`src/rtl/irq_ctrl.sv`:
```
// Two-source interrupt controller: synchronises irq_in, records pending events,
// presents a stable irq_active code to the core and retires it on irq_ack.
module irq_ctrl #(
  parameter int unsigned SYNC_STAGES = 2,
  parameter logic [1:0]  EDGE_MASK   = 2'b11,
  parameter int unsigned COOLDOWN    = 1
) (
  input  logic       clk,
  input  logic       a_reset_l,
  input  logic [1:0] irq_in,
  input  logic       cfg_w_en,
  input  logic [1:0] cfg_addr,
  input  logic [1:0] cfg_wdata,
  output logic [1:0] cfg_rdata,
  input  logic [1:0] irq_ack,
  output logic [1:0] irq_active,
  output logic [1:0] irq_pending
);

  localparam logic [1:0] ADDR_ENABLE  = 2'd0;
  localparam logic [1:0] ADDR_PENDING = 2'd1;
  localparam logic [1:0] ADDR_FORCE   = 2'd2;
  localparam int         CW           = (COOLDOWN > 1) ? $clog2(COOLDOWN) : 1;

  typedef enum logic [1:0] {
    S_IDLE   = 2'd0,
    S_ACTIVE = 2'd1,
    S_COOL   = 2'd2
  } state_t;

  // The core sees source0 on bit 1 and source1 on bit 0.
  function automatic logic [1:0] swap2(input logic [1:0] v);
    return {v[0], v[1]};
  endfunction

  logic [1:0]    sync_q [SYNC_STAGES];
  logic [1:0]    s, s_d;
  logic [1:0]    pending_q, enable_q;
  logic [1:0]    set_ev, clr_ev, ack_acc, force_bits, w1c_bits;
  logic          wr_enable;
  state_t        state_q, state_d;
  logic [1:0]    snap_q, snap_d;
  logic [1:0]    snap_rem;
  logic [CW-1:0] cnt_q, cnt_d;
  logic [1:0]    active_d;

  // NOTE: the synchroniser array is reset too, so a stale high can't fake an edge after reset.
  always_ff @(posedge clk or negedge a_reset_l) begin
    if (!a_reset_l) begin
      for (int j = 0; j < SYNC_STAGES; j++) sync_q[j] <= '0;
      s_d <= '0;
    end else begin
      sync_q[0] <= irq_in;
      for (int j = 1; j < SYNC_STAGES; j++) sync_q[j] <= sync_q[j-1];
      s_d <= sync_q[SYNC_STAGES-1];
    end
  end

  assign s = sync_q[SYNC_STAGES-1];

  assign wr_enable  = cfg_w_en && (cfg_addr == ADDR_ENABLE);
  assign w1c_bits   = (cfg_w_en && (cfg_addr == ADDR_PENDING)) ? cfg_wdata : 2'b00;
  assign force_bits = (cfg_w_en && (cfg_addr == ADDR_FORCE))   ? cfg_wdata : 2'b00;

  // Ack arrives in the active code's bit order; only bits inside snap are honoured.
  assign ack_acc = (state_q == S_ACTIVE) ? (swap2(irq_ack) & snap_q) : 2'b00;

  assign set_ev = (s & ~s_d & EDGE_MASK) | (s & ~EDGE_MASK) | force_bits;
  assign clr_ev = w1c_bits | ack_acc;

  // NOTE: sequential state uses <= so every flop samples pre-edge values.
  always_ff @(posedge clk or negedge a_reset_l) begin
    if (!a_reset_l) begin
      pending_q <= '0;
      enable_q  <= '0;
    end else begin
      for (int i = 0; i < 2; i++) begin
        if (set_ev[i])      pending_q[i] <= 1'b1;
        else if (clr_ev[i]) pending_q[i] <= 1'b0;
      end
      if (wr_enable) enable_q <= cfg_wdata;
    end
  end

  // State register; irq_active is a true flop so the core never sees decode glitches.
  always_ff @(posedge clk or negedge a_reset_l) begin
    if (!a_reset_l) begin
      state_q    <= S_IDLE;
      snap_q     <= '0;
      cnt_q      <= '0;
      irq_active <= '0;
    end else begin
      state_q    <= state_d;
      snap_q     <= snap_d;
      cnt_q      <= cnt_d;
      irq_active <= active_d;
    end
  end

  assign snap_rem = snap_q & ~ack_acc;

  // NOTE: every output gets a default first, so no path infers a latch.
  always_comb begin
    state_d = state_q;
    snap_d  = snap_q;
    cnt_d   = cnt_q;
    unique case (state_q)
      S_IDLE: begin
        if ((pending_q & enable_q) != 2'b00) begin
          snap_d  = pending_q & enable_q;
          state_d = S_ACTIVE;
        end
      end
      S_ACTIVE: begin
        snap_d = snap_rem;
        if (snap_rem == 2'b00) begin
          state_d = S_COOL;
          cnt_d   = '0;
        end
      end
      S_COOL: begin
        if (cnt_q == CW'(COOLDOWN - 1)) state_d = S_IDLE;
        else                             cnt_d   = cnt_q + 1'b1;
      end
      default: begin
        state_d = S_IDLE;
        snap_d  = '0;
        cnt_d   = '0;
      end
    endcase
  end

  always_comb begin
    active_d = 2'b00;
    if (state_d == S_ACTIVE) active_d = swap2(snap_d);
  end

  always_comb begin
    cfg_rdata = 2'b00;
    case (cfg_addr)
      ADDR_ENABLE:  cfg_rdata = enable_q;
      ADDR_PENDING: cfg_rdata = pending_q;
      ADDR_FORCE:   cfg_rdata = (state_q == S_ACTIVE) ? swap2(snap_q) : 2'b00;
      default:      cfg_rdata = 2'b00;
    endcase
  end

  assign irq_pending = pending_q;

endmodule
```
`config.mk`:
```
export PLATFORM = sky130hd
export DESIGN_NAME = irq_ctrl
export DESIGN_NICKNAME = d
export VERILOG_FILES = /design/src/rtl/irq_ctrl.sv
export SDC_FILE = /design/constraint.sdc
export NUM_CORES = 1
export LEC_CHECK = 0
export ABC_CLOCK_PERIOD_IN_PS = 2500
export CORE_UTILIZATION = 53
export CTS_BUF_LIST = sky130_fd_sc_hd__clkbuf_4 sky130_fd_sc_hd__clkbuf_8
export DETAILED_ROUTE_END_ITERATION = 7
export GPL_ROUTABILITY_DRIVEN = 0
export PLACE_DENSITY_LB_ADDON = 0.05
export SKIP_CTS_REPAIR_TIMING = 1
export SLEW_MARGIN = 10
export SYNTH_ARGS = -nofsm -noshare
export SYNTH_HDL_FRONTEND = slang
export SYNTH_SLANG_ARGS = --single-unit
```
`constraint.sdc`:
```
create_clock -name clk -period 2.5 [get_ports clk]
set_clock_uncertainty 0.2 [all_clocks]
set_input_delay 0.25 -clock clk [delete_from_list [all_inputs] [get_ports clk]]
set_output_delay 0.25 -clock clk [all_outputs]
set_load 0.1 [all_outputs]
```
==> results of run 1 <==
sequential cells by signal, indices dropped and copies added, names as in the netlist:
signal / flops
snap_q: 2
enable_q: 2
sync_q: 2
irq_pending: 2
state_q: 2
irq_active: 2
s_d: 2
s: 2
per-layer routing:
metal / track usage / vias to the layer above / wire, um
li1: - / 263 / -
met1: 0.319 / 261 / 632
met2: 0.364 / 33 / 724
met3: 0.0349 / 2 / 92
met4: 0.129 / 0 / 25
met5: 0 / - / 0
final timing paths:
| path | start | endpoint | cells after the start | slack [ns] |
|---|---|---|---|---|
| worst max-delay path | state_q[1]$_DFF_PN0_ | cfg_rdata[0] | 4 | 0.44 |
| worst min-delay path | sync_q[3]$_DFF_PN0_ | s[1]$_DFF_PN0_ | 0 | 0.16 |
| worst max register to register | state_q[1]$_DFF_PN0_ | irq_pending[0]$_DFFE_PN0P_ | 3 | 1.15 |
| worst min register to register | sync_q[3]$_DFF_PN0_ | s[1]$_DFF_PN0_ | 0 | 0.16 |
| max in group asynchronous | a_reset_l | irq_pending[0]$_DFFE_PN0P_ | 1 | 1.45 |
| min in group asynchronous | a_reset_l | state_q[1]$_DFF_PN0_ | 1 | 0.17 |
synth_stat cells:
cell,count,area [um^2]
nand3b_1,8,60.1
a221oi_1,1,8.76
a311oi_1,1,8.76
o21ai_1,2,10.0
and2b_1,1,7.51
mux2_1,2,22.5
and3_1,1,6.26
a21oi_1,2,10.0
a31o_1,2,17.5
dfrtp_1,16,400
nand2_1,4,15.0
o221ai_1,4,35.0
inv_1,4,15.0
buf_6,1,11.3
nand3_1,2,10.0
nor3b_2,1,12.5
a31oi_1,2,12.5
nor2b_1,3,18.8
nand2b_1,3,18.8
logic make-up (layout without fill, tap and decap cells):
| group | count (synthesis) | after routing | share of synthesized area |
|---|---|---|---|
| AND/OR/NAND/NOR | 23 | 23 | 0.213 |
| flip-flops | 16 | 16 | 0.571 |
| AO/OA/AOI/OAI | 14 | 14 | 0.146 |
| buffers and inverters | 5 | 24 | 0.0375 |
| multiplexers | 2 | 2 | 0.0321 |
power by group through the flow:
stage | Sequential [mW] | Clock (mW) | Combinational [mW]
finish | 0.415 | 0.177 | 0.491
detailed placement | 0.416 | 0 | 0.490
global placement | 0.415 | 0 | 0.483
global route | 0.422 | 0.193 | 0.512
CTS | 0.411 | 0.179 | 0.491
floorplan | 0.571 | 0 | 0.190
through the flow:
step	setup slack, ns	area (um^2)	utilization	hold WS, ns
floorplan	0.00248	701	-	-0.246
global placement	0.561	877	0.749	0.133
detailed placement	0.497	877	0.749	0.141
CTS	0.465	913	0.780	0.161
global route	0.392	913	0.780	0.166
finish	0.440	913	0.780	0.158
cell type report:
| class | instances | area, um^2 | area share |
|---|---|---|---|
| timing repair buffer | 16 | 170 | 0.186 |
| inverter | 4 | 15.0 | 0.0164 |
| multi-input combinational | 39 | 274 | 0.300 |
| clock buffer | 4 | 36.3 | 0.0397 |
| sequential | 16 | 400 | 0.438 |
| tap | 14 | 17.5 | 0.0192 |
worst max-delay path, delay by kind of cell, from the launching register on:
| family | cells | cell delay [ns] |
|---|---|---|
| DFF | 1 | 0.47 |
| buffers and inverters | 1 | 0.22 |
| and+or+nand+nor | 1 | 0.26 |
| AOI/OAI and AO/OA | 2 | 0.37 |
==> impl_metrics.ini, run 1 <==
[die]
pin_count = 17
std_cell_rows = 12
die_h_um = 38.4
initial_core_util = 0.598
core_um2 = 1170
dieWidth_um = 38.4
die_area_um2 = 1470

[worst_setup_path]
endpoint_kind = primary output
crit_path_max_fanout = 7
crit_chain = and2b_1, a31oi_1, o21ai_1, buf_12
path_class = flip-flop to primary output
cpPeakStageDelay_ns = 0.47
start_kind = flip-flop
required_ns = 2.05
crit_arrival_ns = 1.61
slowest_stage = dfrtp_1

[layout]
nNetsFinal = 91
drive_gt1_frac = 0.139
fillCellCount = 92
mostFrequentLayoutCells = dfrtp_1 (16), clkdlybuf4s50_1 (10), nand3b_1 (8)
layout_commonest_cell = dfrtp_1
area_growth_pct = 30.4
antenna_cells = 0
final_cells = 93

[power]
finalPower_mw = 1.08
pwr-share-comb = 0.453
p_sw_uw = 508
clkPwrFrac = 0.163
pwr-share-seq = 0.383
p_per_area_nw_per_um2 = 1190
p_leak_nw = 0.385
internal-power_uw = 575
ir_worst_vdd_mv = 0.749
swShare = 0.469

[placed_design]
post-dp-hpwl_um = 1050
port_buffers = 16
dp_cells = 89

[global_route]
grt.total_usage = 0.236
grt_pass1_vias = 496
grt_first_pass_wirelength_um = 2280
grt_max_degree = 17
overflow = 0
antenna_found_initial = 0

[yosys]
syn_nets = 71
syn_area_per_cell_um2 = 11.7
synth_cell_types = 19
syn_inst = 60
synth.cell_area_um2 = 701
synth-seq-cells = 16
ys_seq_area_frac = 0.571
yosysWarnings = 0

[clock_network]
cts-root-buf = clkbuf_4
clkSinkCount = 16
htree_levels = 1
cts_tree = built
cts_buffer_depth = 2
cts_inserted_buffers = 3
clk_latency_ns = 0.30
clkTransAtPathRegs_ns = 0.11

[route]
drtIter0Drc = 26
drcViolationCount = 0
ant_nets = 0
vias = 559
viasPerCell = 6.01
routedWlPerCell_um = 15.9
firstDrtPassIters = 4
drt_wl_total_um = 1480

[timing]
fin_setup_tns_ns = 0
drv_slew = 0
rsz0062_at_grt = no
period_minus_slack_ns = 2.06
relSlewSlack = 0.511
fin_crit_sh = 0.824
fmax_mhz = 485
hold_viol = 0
worstMarginPinSlew_ns = 0.731
setup_violations = 0

[run_status]
status = finished clean

[hold_path]
hp-class = flip-flop to flip-flop

[flow_run]
maxCapViolCount = 0
No activity file was read; power rests on OpenSTA's default activity.
==> inputs of run 2 (changes only) <==
Settings changed: ABC_CLOCK_PERIOD_IN_PS 2500 to 2000, CORE_ASPECT_RATIO set to 1.1, CORE_UTILIZATION 53 to 49.
Clock period 2.5 ns to 2 ns, I/O delays scaled along.
==> run 2 against run 1 <==
Compared with the run above:
- sequential power rose by 24%
- clock power rose by 20%
- critical path depth did not move
- register-to-register slack got worse by 0.50 ns
- worst hold slack got worse by 0.14 ns
- utilization fell by 3.2 points
- first-iteration DRC count fell by 65%
- setup slack got worse by 0.32 ns
- clock-buffer cell count did not move
- non-clock buffer count rose by 2
- final area rose by 2.6%
- global-route usage fell by 4.7 points
- largest power group unchanged
==> impl_metrics.ini, run 2 (synthesis results as in run 1) <==
[clock_network]
htree_levels = 1
cts_tree = built
cts-root-buf = clkbuf_4
clkTransAtPathRegs_ns = 0.09
clkSinkCount = 16
clk_latency_ns = 0.29
cts_buffer_depth = 2
cts_inserted_buffers = 3

[die]
dieWidth_um = 38.1
std_cell_rows = 13
die_area_um2 = 1590
initial_core_util = 0.559
die_h_um = 41.7
core_um2 = 1250
pin_count = 17

[layout]
drive_gt1_frac = 0.185
mostFrequentLayoutCells = dfrtp_1 (16), clkdlybuf4s50_1 (10), nand3b_1 (8), buf_4 (6)
fin_util = 0.748
nNetsFinal = 93
layout_commonest_cell = dfrtp_1
area_growth_pct = 33.8
final_cells = 96
antenna_cells = 0
final_area_um2 = 937

[timing]
worstMarginPinSlew_ns = 0.291
drv_slew = 0
relSlewSlack = 0.806
hold_viol = 0
fin_crit_sh = 0.940
setup_violations = 0
fin_setup_tns_ns = 0
setup_ws_ns = 0.120
rsz0062_at_grt = no
fmax_mhz = 532
period_minus_slack_ns = 1.88
finalHoldWorstSlack_ns = 0.0133

[worst_setup_path]
crit_buf_inv = 1
endpoint_kind = primary output
path_class = flip-flop to primary output
required_ns = 1.60
crit_path_max_fanout = 7
crit_chain = and2b_1, a31oi_1, o21ai_2, buf_12
cpPeakStageDelay_ns = 0.46
crit_arrival_ns = 1.48
crit_family = flip-flops
slowest_stage = dfrtp_1
start_kind = flip-flop

[power]
finalPower_mw = 1.34
p_per_area_nw_per_um2 = 1430
ir_worst_vdd_mv = 0.782
internal-power_uw = 723
pwr-share-seq = 0.383
p_leak_nw = 0.398
swShare = 0.462
p_sw_uw = 621
clkPwrFrac = 0.158
pwr-share-comb = 0.459

[placed_design]
pre_cts_slack_ns = 0.222
post-dp-hpwl_um = 953
placedInstanceArea_um2 = 901
port_buffers = 16
dp_cells = 92

[route]
viasPerCell = 5.69
drcViolationCount = 0
vias = 546
drt_wl_total_um = 1290
routedWlPerCell_um = 13.4
ant_nets = 0
firstDrtPassIters = 4
drtIter0Drc = 9

[global_route]
grt_pass1_vias = 506
grt_max_degree = 17
antenna_found_initial = 0
grt_first_pass_wirelength_um = 2060
overflow = 0
grt.total_usage = 0.189

[run_status]
status = finished clean

[hold_path]
hp-class = input pin to asynchronous set/reset pin

[flow_run]
maxCapViolCount = 0
## run 2: cell type report
class,instances,area [um^2]
clock buffers,4,36.3
inverters,4,15.0
flip-flops and latches,16,400
well taps,15,18.8
repair buffers,18,185
multi-input cells,39,282
fillers,96,315
## run 2: metal layers
metal,GRT usage,part of all wire,up-vias,routed length (um)
li1,-,-,264,-
met1,0.241,0.44,258,571
met2,0.285,0.48,22,622
met3,0.0481,0.065,2,84
met4,0.107,0.0093,0,12
met5,0,0,-,0
## run 2: final timing paths
path	start	to	slack (ns)	cells after the start
min reg2reg	sync_q[2]$_DFF_PN0_	s[0]$_DFF_PN0_	0.16	0
max in group asynchronous	a_reset_l	sync_q[3]$_DFF_PN0_	1.41	2
max reg2reg	state_q[1]$_DFF_PN0_	irq_pending[0]$_DFFE_PN0P_	0.65	3
max	state_q[1]$_DFF_PN0_	cfg_rdata[0]	0.12	4
min	a_reset_l	enable_q[0]$_DFFE_PN0P_	0.01	2
min in group clk	irq_in[0]	sync_q[2]$_DFF_PN0_	0.15	1
## run 2: worst reg2reg max path: stages, from the launching register on
cell and delay [ns]:
dfrtp_1 0.46, nand2b_1 0.20, o221ai_1 0.22, o221ai_1 0.15
## run 2: power by group through the flow
stage	sequential, mW	clock [mW]	combinational, mW
after global placement	0.520	0	0.612
after detailed placement	0.518	0	0.618
after global routing	0.527	0.228	0.652
final	0.515	0.213	0.617
after CTS	0.511	0.217	0.619
after floorplan	0.714	0	0.243
==> inputs of run 3 (changes only) <==
Settings changed: SKIP_CTS_REPAIR_TIMING 1 to unset.
==> results of run 3 <==
Same layout as run 2: the final DEF is identical, and so are final timing and power.
